File: config.mk
export PLATFORM = sky130hd
export DESIGN_NAME = fifo_pack_reader
export DESIGN_NICKNAME = d
export VERILOG_FILES = /design/src/rtl/fifo_types_pkg.sv /design/src/rtl/fifo_pack_reader.sv
export SDC_FILE = /design/constraint.sdc
export NUM_CORES = 1
export LEC_CHECK = 0
export BUFFER_PORTS_ARGS = -buffer_cell sky130_fd_sc_hd__buf_4
export CAP_MARGIN = 40
export CORE_ASPECT_RATIO = 0.5
export CORE_MARGIN = 10
export CORE_UTILIZATION = 35
export CTS_CLUSTER_SIZE = 16
export DETAILED_ROUTE_END_ITERATION = 8
export SLEW_MARGIN = 15
export SYNTH_ARGS = -nofsm -noshare
export SYNTH_HDL_FRONTEND = slang
export SYNTH_SLANG_ARGS = --single-unit
File: constraint.sdc
create_clock -name clk -period 3.5 [get_ports clk]
set_input_delay 0.175 -clock clk [delete_from_list [all_inputs] [get_ports clk]]
set_output_delay 0.175 -clock clk [all_outputs]
set_load 0.01 [all_outputs]
File: src/rtl/fifo_types_pkg.sv
// Shared FIFO types.
//   word_t        : one FIFO word
//   pack_state_e  : state of the word-to-beat packer
//   lane_mask(n)  : (1<<n)-1, the low n lanes set
package fifo_types_pkg;

  localparam int WORD_W = 16;

  typedef logic [WORD_W-1:0] word_t;

  typedef enum logic {
    PACK_FILL = 1'b0,
    PACK_HOLD = 1'b1
  } pack_state_e;

  function automatic logic [31:0] lane_mask(input int unsigned n);
    return (32'd1 << n) - 32'd1;
  endfunction

endpackage

File: src/rtl/fifo_pack_reader.sv
// Drains a FIFO through its valid/yumi handshake and packs WORDS_PER_BEAT
// consecutive words into one wide beat. The beat is offered downstream on
// valid/ready. flush_i closes a partial beat early, with mask_o marking
// which lanes carry data.
//
// Ports
//   clk      : clock, all logic on posedge
//   reset_n  : synchronous reset, active-high (1 = in reset)
//   valid_i  : FIFO head word available
//   data_i   : FIFO head word
//   yumi_o   : word consumed this cycle (combinational)
//   flush_i  : close the current partial beat
//   valid_o  : packed beat valid
//   data_o   : packed beat, lane 0 in the LSBs
//   mask_o   : per-lane valid mask
//   ready_i  : downstream accepts the beat
//   count_o  : words held in the current beat
module fifo_pack_reader
  import fifo_types_pkg::*;
#(
  parameter int WORDS_PER_BEAT = 4
) (
  input  logic                               clk,
  input  logic                               reset_n,
  input  logic                               valid_i,
  input  word_t                              data_i,
  output logic                               yumi_o,
  input  logic                               flush_i,
  output logic                               valid_o,
  output logic [WORDS_PER_BEAT*WORD_W-1:0]   data_o,
  output logic [WORDS_PER_BEAT-1:0]          mask_o,
  input  logic                               ready_i,
  output logic [$clog2(WORDS_PER_BEAT+1)-1:0] count_o
);

  localparam int CNT_W = $clog2(WORDS_PER_BEAT + 1);
  localparam int IDX_W = $clog2(WORDS_PER_BEAT);

  pack_state_e               state, state_nxt;
  logic [CNT_W-1:0]          count, count_nxt;
  logic [CNT_W-1:0]          cnt_post;
  logic [WORDS_PER_BEAT-1:0] mask, mask_nxt;
  word_t                     lanes [WORDS_PER_BEAT];
  logic                      accept;

  // Consumption never looks at ready_i; HOLD alone blocks further writes.
  assign yumi_o   = valid_i & (state == PACK_FILL) & ~reset_n;
  assign cnt_post = count + CNT_W'(yumi_o);
  assign accept   = (state == PACK_HOLD) & ready_i;

  always_comb begin
    state_nxt = state;
    count_nxt = count;
    mask_nxt  = mask;
    unique case (state)
      PACK_FILL: begin
        count_nxt = cnt_post;
        // A full beat and a flush with data both close the beat; the mask
        // covers exactly the words held after this cycle's yumi.
        if ((cnt_post == CNT_W'(WORDS_PER_BEAT)) ||
            (flush_i && (cnt_post != '0))) begin
          state_nxt = PACK_HOLD;
          mask_nxt  = WORDS_PER_BEAT'(lane_mask(32'(cnt_post)));
        end
      end
      PACK_HOLD: begin
        if (ready_i) begin
          state_nxt = PACK_FILL;
          count_nxt = '0;
          mask_nxt  = '0;
        end
      end
      default: state_nxt = PACK_FILL;
    endcase
  end

  always_ff @(posedge clk) begin
    if (reset_n) begin
      state <= PACK_FILL;
      count <= '0;
      mask  <= '0;
    end else begin
      state <= state_nxt;
      count <= count_nxt;
      mask  <= mask_nxt;
    end
  end

  // Lanes are cleared on every beat hand-off so unfilled lanes of the
  // next partial beat read zero.
  always_ff @(posedge clk) begin
    if (reset_n || accept) begin
      for (int k = 0; k < WORDS_PER_BEAT; k++) lanes[k] <= '0;
    end else if (yumi_o) begin
      lanes[count[IDX_W-1:0]] <= data_i;
    end
  end

  always_comb begin
    data_o = '0;
    for (int k = 0; k < WORDS_PER_BEAT; k++) data_o[k*WORD_W +: WORD_W] = lanes[k];
  end

  assign valid_o = (state == PACK_HOLD);
  assign mask_o  = mask;
  assign count_o = count;

endmodule

==> results of run 1 <==
[layout make-up]
type / instances / area (um^2)
timing repair buffer: 99 / 747
clock buffer: 10 / 229
sequential: 72 / 2080
clock inverter: 4 / 71.3
fill: 730 / 3930
tap: 112 / 140
multi-input combinational: 109 / 733
inverter: 2 / 7.51
[synth_stat cells (2+ instances only)]
| cell type | n |
|---|---|
| and2_1 | 64 |
| edfxtp_1 | 64 |
| dfxtp_1 | 8 |
| nand2b_1 | 7 |
| a21oi_1 | 5 |
| nand2_1 | 5 |
| nor2_1 | 5 |
| nand3b_1 | 4 |
| clkbuf_1 | 3 |
| ha_1 | 3 |
| buf_2 | 2 |
| inv_1 | 2 |
| nor3b_4 | 2 |
| o21ai_0 | 2 |
[flip-flops by register name (all words and copies together) (netlist names)]
signal	count
count_o	3
lanes	64
valid_o	1
mask_o	4
[metal layers]
metal	part of all wire [%]	routed length, um	vias up	track usage, %
li1	-	-	870	-
met4	0.75	51	0	3.49
met3	4.2	289	5	4.38
met2	52	3550	47	19.6
met5	0	0	-	0
met1	43	2920	856	12.5
[power by group]
| group | total (mW) | internal [mW] | switching (mW) |
|---|---|---|---|
| clock network | 0.922 | 0.613 | 0.309 |
| registers | 1.09 | 1.04 | 0.0413 |
| logic | 0.377 | 0.181 | 0.196 |
| total | 2.39 | 1.84 | 0.546 |
[kinds of logic after synthesis]
group,Yosys count,share of synthesized area (%)
fa+ha+maj,3,1.32
xor+xnor,2,0.616
compound gates,12,2.64
mux,1,0.396
buf+inv,8,1.19
flops,72,73.2
simple gates,91,20.7
[path summary, 6_finish.rpt]
| kind | startpoint | end | slack (ns) | depth (start not counted) |
|---|---|---|---|---|
| worst max-delay path | valid_o | mask_o[1] | 0.61 | 9 |
| worst min-delay path | reset_n | mask_o[0] | 0.10 | 2 |
| worst max register to register | valid_o | mask_o[1] | 0.61 | 9 |
| worst min register to register | mask_o[0] | mask_o[0] | 0.47 | 2 |
==> out/qor.txt, run 1 <==
Worst Path Required - 3.76 ns
Routed len/inst - 16.7 um
Maximum buffer depth of the clock tree - 2
Cell area power density - 595 mW/mm^2
Max Fclk - 346 MHz
First-pass DRT Iterations - 4
Wirelength, routed - 6.81 mm
Critical path's largest stage delay - 0.41 ns
Synthesized area - 0.00285 mm^2
Final Instance Area - 0.00401 mm^2
Mean Syn Cell Area - 15.1 um^2
Remaining routing DRC violations - 0
Vias/cell - 4.36
CTS tree - done
Proportion of layout cells with a drive suffix above 1 - 39.5%
Area enclosed by the die boundary - 0.0124 mm^2
Tot Pwr - 2.39 mW
Utilization after layout - 50.5%
Slew Limit Fails - 0
Commonest non-fill, non-tap cell in the layout - buf_4
Worst-Margin Slew - 0.668 ns
Final number of hold-violating endpoints - 0
Final setup fails - 0
Number of flops mapped to enable cells by yosys - 64
Die outline width - 148 um
Top library cells by usage in the layout, fill and taps aside - 98 x buf_4, 64 x and2_1, 64 x edfxtp_1, 9 x clkbuf_16, 8 x dfxtp_1
P_leak - 1.69 nW
Synth warn - 0
Antenna violations before repair - 0
Sum of negative setup slack - 0 ns
Most area-hungry cell type in the Yosys netlist - edfxtp_1
Async set or reset register ratio after synthesis - 0%
Clock Pin Slew Worst Setup and Hold Paths - 0.05 ns
Post-layout net count - 317
Std-Cell Rows - 23
Number of nets in the synthesized netlist - 213
CP Buf/Inv Count - 1
Pre-CTS setup slack - 0.623 ns
Placed Cells - 394
Total clock buffers created by CTS - 9
CP Max Fanout - 17
Initial Utilization - 35.8%
Die extent in y - 83.8 um
Placed wire-length estimate after detailed placement - 5.12 mm
Number of instances resized during post-cts repair - 0
Path type of the worst setup path - reg -> reg
Worst hold slack after final layout - 0.101 ns
Family with the most delay on the worst path - simple AND/OR/NAND/NOR gates
Critical-path cell list - nand2b_1, or2_4, inv_1, ha_1, ha_1, o21ba_2, a211o_1, mux2_1, nor2_1
CTS H-Tree Depth - 3
Sort of element at the end of the critical path - register
Gr ovfl total - 0
Worst-Skew Late Latency - 0.32 ns
Global Route Usage Sum - 11.3%
Most Frequent Cell on Critical Path - ha_1
Run status - completed
Port-buffer cells - 93
Max-Cap Viols - 0
Routed Antenna Nets - 0
Maximum VDD drop - 0.000253 V
Core Footprint - 0.00794 mm^2
Number of global-route vias before repair - 1926
Distinct cells, synth - 27
Top_reg_cell synth - edfxtp_1
Worst rel slew slack - 55.4%
Crit path DAT - 3.14 ns
Min Tclk post-route - 2.89 ns
Non-filler cells, final - 408
Count of buffers added by post-CTS timing repair for setup - 0
Count of boundary I/O pins - 94
Portion of the post-synthesis area used by sequential elements - 73.2%
Final cycle utilization of the critical path - 82.5%
Final setup slack of the worst path - 0.614 ns
Area share of the leading cell type in the synthesized netlist - 67.5%
Cell type of the slowest stage on the worst timing path - dfxtp_1
Unrepaired setup endpoints after global routing - no
Placed instance area - 0.00371 mm^2
Layout overhead on the synthesized area - 40.9%
Final RePlAce weighted congestion - 0.744
Worst setup skew after layout - 0.00351 ns
Synth top area cells - edfxtp_1 68%, and2_1 14%, dfxtp_1 5.6%
Type of the most critical hold path - in -> reg
Root Buffer - clkbuf_16
Cts hold-fix bufs - 0
Kind of start point of the critical path - register
Pin count of the biggest net entering global routing - 18
Detailed-route via count - 1778
Number of antenna cells inserted - 0
Starting DRC count in detailed routing - 66
Clock net sink count - 72
Synthesized flop and latch total - 72
First-pass GRT wire length - 10.8 mm
Synthesized instance count - 189
(Power assumes the default switching activity.)
==> run 2, diff against run 1 <==
==> constraint.sdc (replaced) <==
create_clock -name clk -period 2.6 [get_ports clk]
set_input_delay 0.13 -clock clk [delete_from_list [all_inputs] [get_ports clk]]
set_output_delay 0.13 -clock clk [all_outputs]
set_load 0.01 [all_outputs]
==> run 2 against run 1 <==
  * Die area is the same
  * Final area is 0.19% higher
  * Critical path depth is 1 higher
  * Register-to-register slack got worse by 0.32 ns
  * Flip-flop and latch count is the same
  * Worst setup slack worse by 0.32 ns
  * Maximum frequency is 25% higher
  * Sequential share of layout area is 0.097 points lower
  * Largest cell class unchanged
  * Highest routed layer unchanged
==> out/qor.txt, run 2 (synthesized netlist as in run 1, its figures left out) <==
Run status - completed
Final Instance Area - 0.00402 mm^2
Worst-Skew Late Latency - 0.32 ns
Number of antenna cells inserted - 0
Number of instances resized during post-cts repair - 0
Final setup fails - 0
Vias/cell - 4.37
Gr ovfl total - 0
Register ranked first by flip-flop count - lanes
Type of the most critical hold path - in -> reg
Wirelength, routed - 6.87 mm
Tot Pwr - 3.15 mW
Std-Cell Rows - 23
Detailed-route via count - 1805
CTS H-Tree Depth - 3
Cell area power density - 785 mW/mm^2
Root Buffer - clkbuf_16
Cts hold-fix bufs - 0
Post-layout net count - 320
Placed Cells - 397
Reg-to-reg critical path startpoint - valid_o
Sum of negative setup slack - 0 ns
Final cycle utilization of the critical path - 88.7%
Sort of element at the end of the critical path - register
CP Max Fanout - 5
Worst-Margin Slew - 0.385 ns
Maximum VDD drop - 0.000372 V
Initial Utilization - 35.8%
Placed instance area - 0.00373 mm^2
CTS tree - done
Layout overhead on the synthesized area - 41.2%
Proportion of layout cells with a drive suffix above 1 - 40.2%
Path type of the worst setup path - reg -> reg
Utilization after layout - 50.6%
Maximum buffer depth of the clock tree - 2
Hold path endpoint - count_o[0]
Kind of start point of the critical path - register
Final RePlAce weighted congestion - 0.781
Worst setup skew after layout - 0.00373 ns
Count of boundary I/O pins - 94
Routed Antenna Nets - 0
Worst Reg-to-Reg Cells - 10
Total clock buffers created by CTS - 9
Clock net sink count - 72
Commonest non-fill, non-tap cell in the layout - buf_4
Die extent in y - 83.8 um
Top library cells by usage in the layout, fill and taps aside - 102 x buf_4, 64 x and2_1, 64 x edfxtp_1, 9 x clkbuf_16, 8 x dfxtp_1
Worst Hold Launch - reset_n
First-pass DRT Iterations - 4
Clock Pin Slew Worst Setup and Hold Paths - 0.05 ns
Pin count of the biggest net entering global routing - 17
Slew Limit Fails - 0
Worst Hold Path Cells - 2
Final number of hold-violating endpoints - 0
Register-to-register setup slack - 0.29 ns
Unrepaired setup endpoints after global routing - no
Routed len/inst - 16.6 um
Area enclosed by the die boundary - 0.0124 mm^2
P_leak - 1.70 nW
Port-buffer cells - 93
Number of global-route vias before repair - 2021
Reg2reg end - mask_o[1]
Crit path DAT - 2.57 ns
Placed wire-length estimate after detailed placement - 5.06 mm
Global Route Usage Sum - 11.6%
Worst rel slew slack - 74.2%
Remaining routing DRC violations - 0
First-pass GRT wire length - 11.0 mm
Flip-flop count of the largest register after layout - 64
Min Tclk post-route - 2.31 ns
Die outline width - 148 um
Core Footprint - 0.00794 mm^2
Worst Path Required - 2.86 ns
Starting DRC count in detailed routing - 79
Max-Cap Viols - 0
Non-filler cells, final - 413
Count of buffers added by post-CTS timing repair for setup - 0
Antenna violations before repair - 0
Max Fclk - 434 MHz
## run 2: cell count changes in the layout (fill, tap and decap cells not counted), sizes merged
cell / before / now
buf: 99 / 102
bufinv: 2 / 1
clkinv: 1 / 5
clkinvlp: 1 / 0
## run 2: stage by stage
step	hold WS (ns)	setup slack, ns
CTS	0.0371	0.286
global route	0.0532	0.116
detailed placement	0.384	0.298
global placement	0.377	0.360
floorplan	0.316	0.174
finish	0.0533	0.294
## run 2: how the worst max path moves through the flow
stage / from / end / slack, ns / depth (start not counted)
2_1_floorplan: valid_o / mask_o[1] / 0.17 / 10
3_3_place_gp: valid_o / mask_o[1] / 0.36 / 9
3_5_place_dp: valid_o / mask_o[1] / 0.30 / 10
4_1_cts: valid_o / mask_o[1] / 0.29 / 10
5_1_grt: valid_o / mask_o[1] / 0.12 / 10
6_report: valid_o / mask_o[1] / 0.29 / 10
## run 2: power breakdown
group / switching [mW] / internal, mW
combinational: 0.271 / 0.250
clock: 0.442 / 0.737
sequential: 0.0481 / 1.41
total: 0.761 / 2.39
## run 2: cell type report
| class | count | area, um^2 |
|---|---|---|
| clock inverters | 6 | 60.1 |
| well taps | 112 | 140 |
| flip-flops and latches | 72 | 2080 |
| fillers | 725 | 3930 |
| inverters | 2 | 7.51 |
| multi-input cells | 109 | 733 |
| clock buffers | 10 | 229 |
| repair buffers | 102 | 766 |
## run 2: worst max-delay path, cell delays in order (launching register included)
cell and delay [ns]:
dfxtp_1 0.32, nand2b_1 0.14, or2_4 0.19, inv_1 0.07
ha_1 0.18, ha_1 0.22, xnor2_1 0.34, nand3b_1 0.13
ha_1 0.30, mux2_1 0.28, nor2_1 0.08
## run 2: layer usage
metal	vias to the layer above	track usage, %	wire length (um)
met2	45	21.0	3610
met1	874	11.7	2810
li1	878	-	-
met5	-	0	0
met3	8	4.44	363
met4	0	4.56	85
==> run 3, diff against run 2 <==
--- a/config.mk
+++ b/config.mk
@@ -12,6 +12,7 @@
 export CORE_UTILIZATION = 35
 export CTS_CLUSTER_SIZE = 16
 export DETAILED_ROUTE_END_ITERATION = 8
+export MAX_ROUTING_LAYER = met4
 export SLEW_MARGIN = 15
 export SYNTH_ARGS = -nofsm -noshare
 export SYNTH_HDL_FRONTEND = slang
==> run 3 against run 2 <==
  * Flip-flop and latch count unchanged
  * Sequential power about the same
  * Routed wire length hardly changed
  * Critical path type unchanged
  * Maximum frequency hardly changed
  * Worst setup slack better by 0.00081 ns
  * First-iteration DRC count shrank 7.6%
  * Critical endpoint unchanged
  * Die area did not move
  * Final cell count did not move
  * Largest cell class unchanged
  * Via count rose by 0.28%
  * Largest power group unchanged
  * Sequential share of layout area unchanged
==> out/qor.txt, run 3 (synthesized netlist as in run 1, its figures left out) <==
Worst setup skew after layout - 0.00521 ns
Met1 Wirelength - 2.89 mm
Count of boundary I/O pins - 94
Total clock buffers created by CTS - 9
Sum of negative setup slack - 0 ns
Port-buffer cells - 93
Kind of start point of the critical path - register
Metal3 WL - 300 um
Combinational share of power - 16.5%
Post-layout net count - 320
Remaining routing DRC violations - 0
Gr ovfl total - 0
Root Buffer - clkbuf_16
Final Instance Area - 0.00402 mm^2
Routed len/inst - 16.6 um
Internal power - 2.39 mW
Clock net sink count - 72
Starting DRC count in detailed routing - 73
Count of buffers added by post-CTS timing repair for setup - 0
First-pass GRT wire length - 11.0 mm
Clk pwr share - 37.3%
Vias/cell - 4.38
Final setup fails - 0
Number of antenna cells inserted - 0
Placed instance area - 0.00373 mm^2
Met2 wire len - 3.62 mm
Routed Antenna Nets - 0
Commonest non-fill, non-tap cell in the layout - buf_4
Initial Utilization - 35.8%
Most Frequent Cell on Critical Path - ha_1
Max-Cap Viols - 0
Highest metal layer with signal wires - met4
CTS H-Tree Depth - 3
Worst-Skew Late Latency - 0.32 ns
Cts hold-fix bufs - 0
Placed wire-length estimate after detailed placement - 5.06 mm
Max Fclk - 434 MHz
Multi-input logic area - 733 um^2
Family with the most delay on the worst path - adder cells
CP Buf/Inv Count - 1
Area enclosed by the die boundary - 0.0124 mm^2
Final RePlAce weighted congestion - 0.792
Die extent in y - 83.8 um
Type of the most critical hold path - in -> reg
Flip-flop count of the largest register after layout - 64
Final cycle utilization of the critical path - 88.7%
Critical-path cell list - nand2b_1, or2_4, inv_1, ha_1, ha_1, xnor2_1, nand3b_1, ha_1, mux2_1, nor2_1
Wirelength, routed - 6.86 mm
Worst-Margin Slew - 0.385 ns
Critical path's largest stage delay - 0.34 ns
Number of instances resized during post-cts repair - 0
Sequential power share - 46.1%
Fill count - 725
CTS tree - done
Min Tclk post-route - 2.31 ns
Core Footprint - 0.00794 mm^2
Proportion of layout cells with a drive suffix above 1 - 40.2%
Std-Cell Rows - 23
P_leak - 1.70 nW
CP Max Fanout - 5
Detailed-route via count - 1810
Layout overhead on the synthesized area - 41.2%
Net Switching - 0.757 mW
Cell type of the slowest stage on the worst timing path - xnor2_1
Pin count of the biggest net entering global routing - 17
Antenna violations before repair - 0
Register ranked first by flip-flop count - lanes
Top library cells by usage in the layout, fill and taps aside - 102 x buf_4, 64 x and2_1, 64 x edfxtp_1, 9 x clkbuf_16, 8 x dfxtp_1
Path type of the worst setup path - reg -> reg
Unrepaired setup endpoints after global routing - no
Sort of element at the end of the critical path - register
Final number of hold-violating endpoints - 0
Sequential Area - 0.00208 mm^2
Worst Path Required - 2.86 ns
Maximum VDD drop - 0.000370 V
First-pass DRT Iterations - 4
Clock Pin Slew Worst Setup and Hold Paths - 0.05 ns
Crit path DAT - 2.57 ns
Maximum buffer depth of the clock tree - 2
Worst hold slack after final layout - 0.0549 ns
Slew Limit Fails - 0
Worst rel slew slack - 74.2%
Number of global-route vias before repair - 2022
Cell area power density - 784 mW/mm^2
Global Route Usage Sum - 11.9%
Die outline width - 148 um
Sw Ratio - 24.0%
Run status - completed
## run 3: cell counts in the layout (fill, tap and decap cells not counted)
No cell type changed its count.
## run 3: layout make-up
cell class,instances,share of cell area (%)
Sequential cell,72,51.8
Timing Repair Buffer,102,19.1
Multi-Input combinational cell,109,18.2
Clock buffer,10,5.70
Tap cell,112,3.49
Clock inverter,6,1.49
Inverter,2,0.187
## run 3: metrics by stage
step | worst slack [ns] | utilization, % | cells | power, mW
finish | 0.294 | 50.6 | 413 | 3.15
detailed placement | 0.298 | 46.9 | 397 | 2.02
global route | 0.116 | 50.6 | 413 | 3.30
floorplan | 0.174 | - | 189 | 1.70
global placement | 0.360 | 46.9 | 397 | 2.00
CTS | 0.286 | 50.6 | 413 | 3.20
## run 3: per-layer routing
layer | GRT usage (%) | vias up
li1 | - | 880
met1 | 12.1 | 878
met2 | 21.0 | 48
met3 | 4.11 | 4
met4 | 4.03 | 0
met5 | - | -
## run 3: worst paths after layout
| kind | from | to | slack [ns] | cells after the start |
|---|---|---|---|---|
| min reg2reg | mask_o[0] | mask_o[0] | 0.47 | 2 |
| min | reset_n | count_o[0] | 0.05 | 2 |
| max reg2reg | valid_o | mask_o[1] | 0.29 | 10 |
| max | valid_o | mask_o[1] | 0.29 | 10 |
## run 3: power groups by stage
stage	clock network, mW	logic, mW	registers, mW
2_1_floorplan	0	0.163	1.54
3_3_place_gp	0	0.524	1.48
3_5_place_dp	0	0.537	1.48
4_1_cts	1.21	0.538	1.46
5_1_grt	1.26	0.568	1.47
6_report	1.18	0.521	1.45
## run 3: worst reg2reg max path, delay by kind of cell, from the launching register on
kind          cells  cell delay, ns
fa+ha+maj         3            0.70
simple gates      4            0.54
xor+xnor          1            0.34
flops             1            0.32
mux               1            0.28
buf+inv           1            0.07
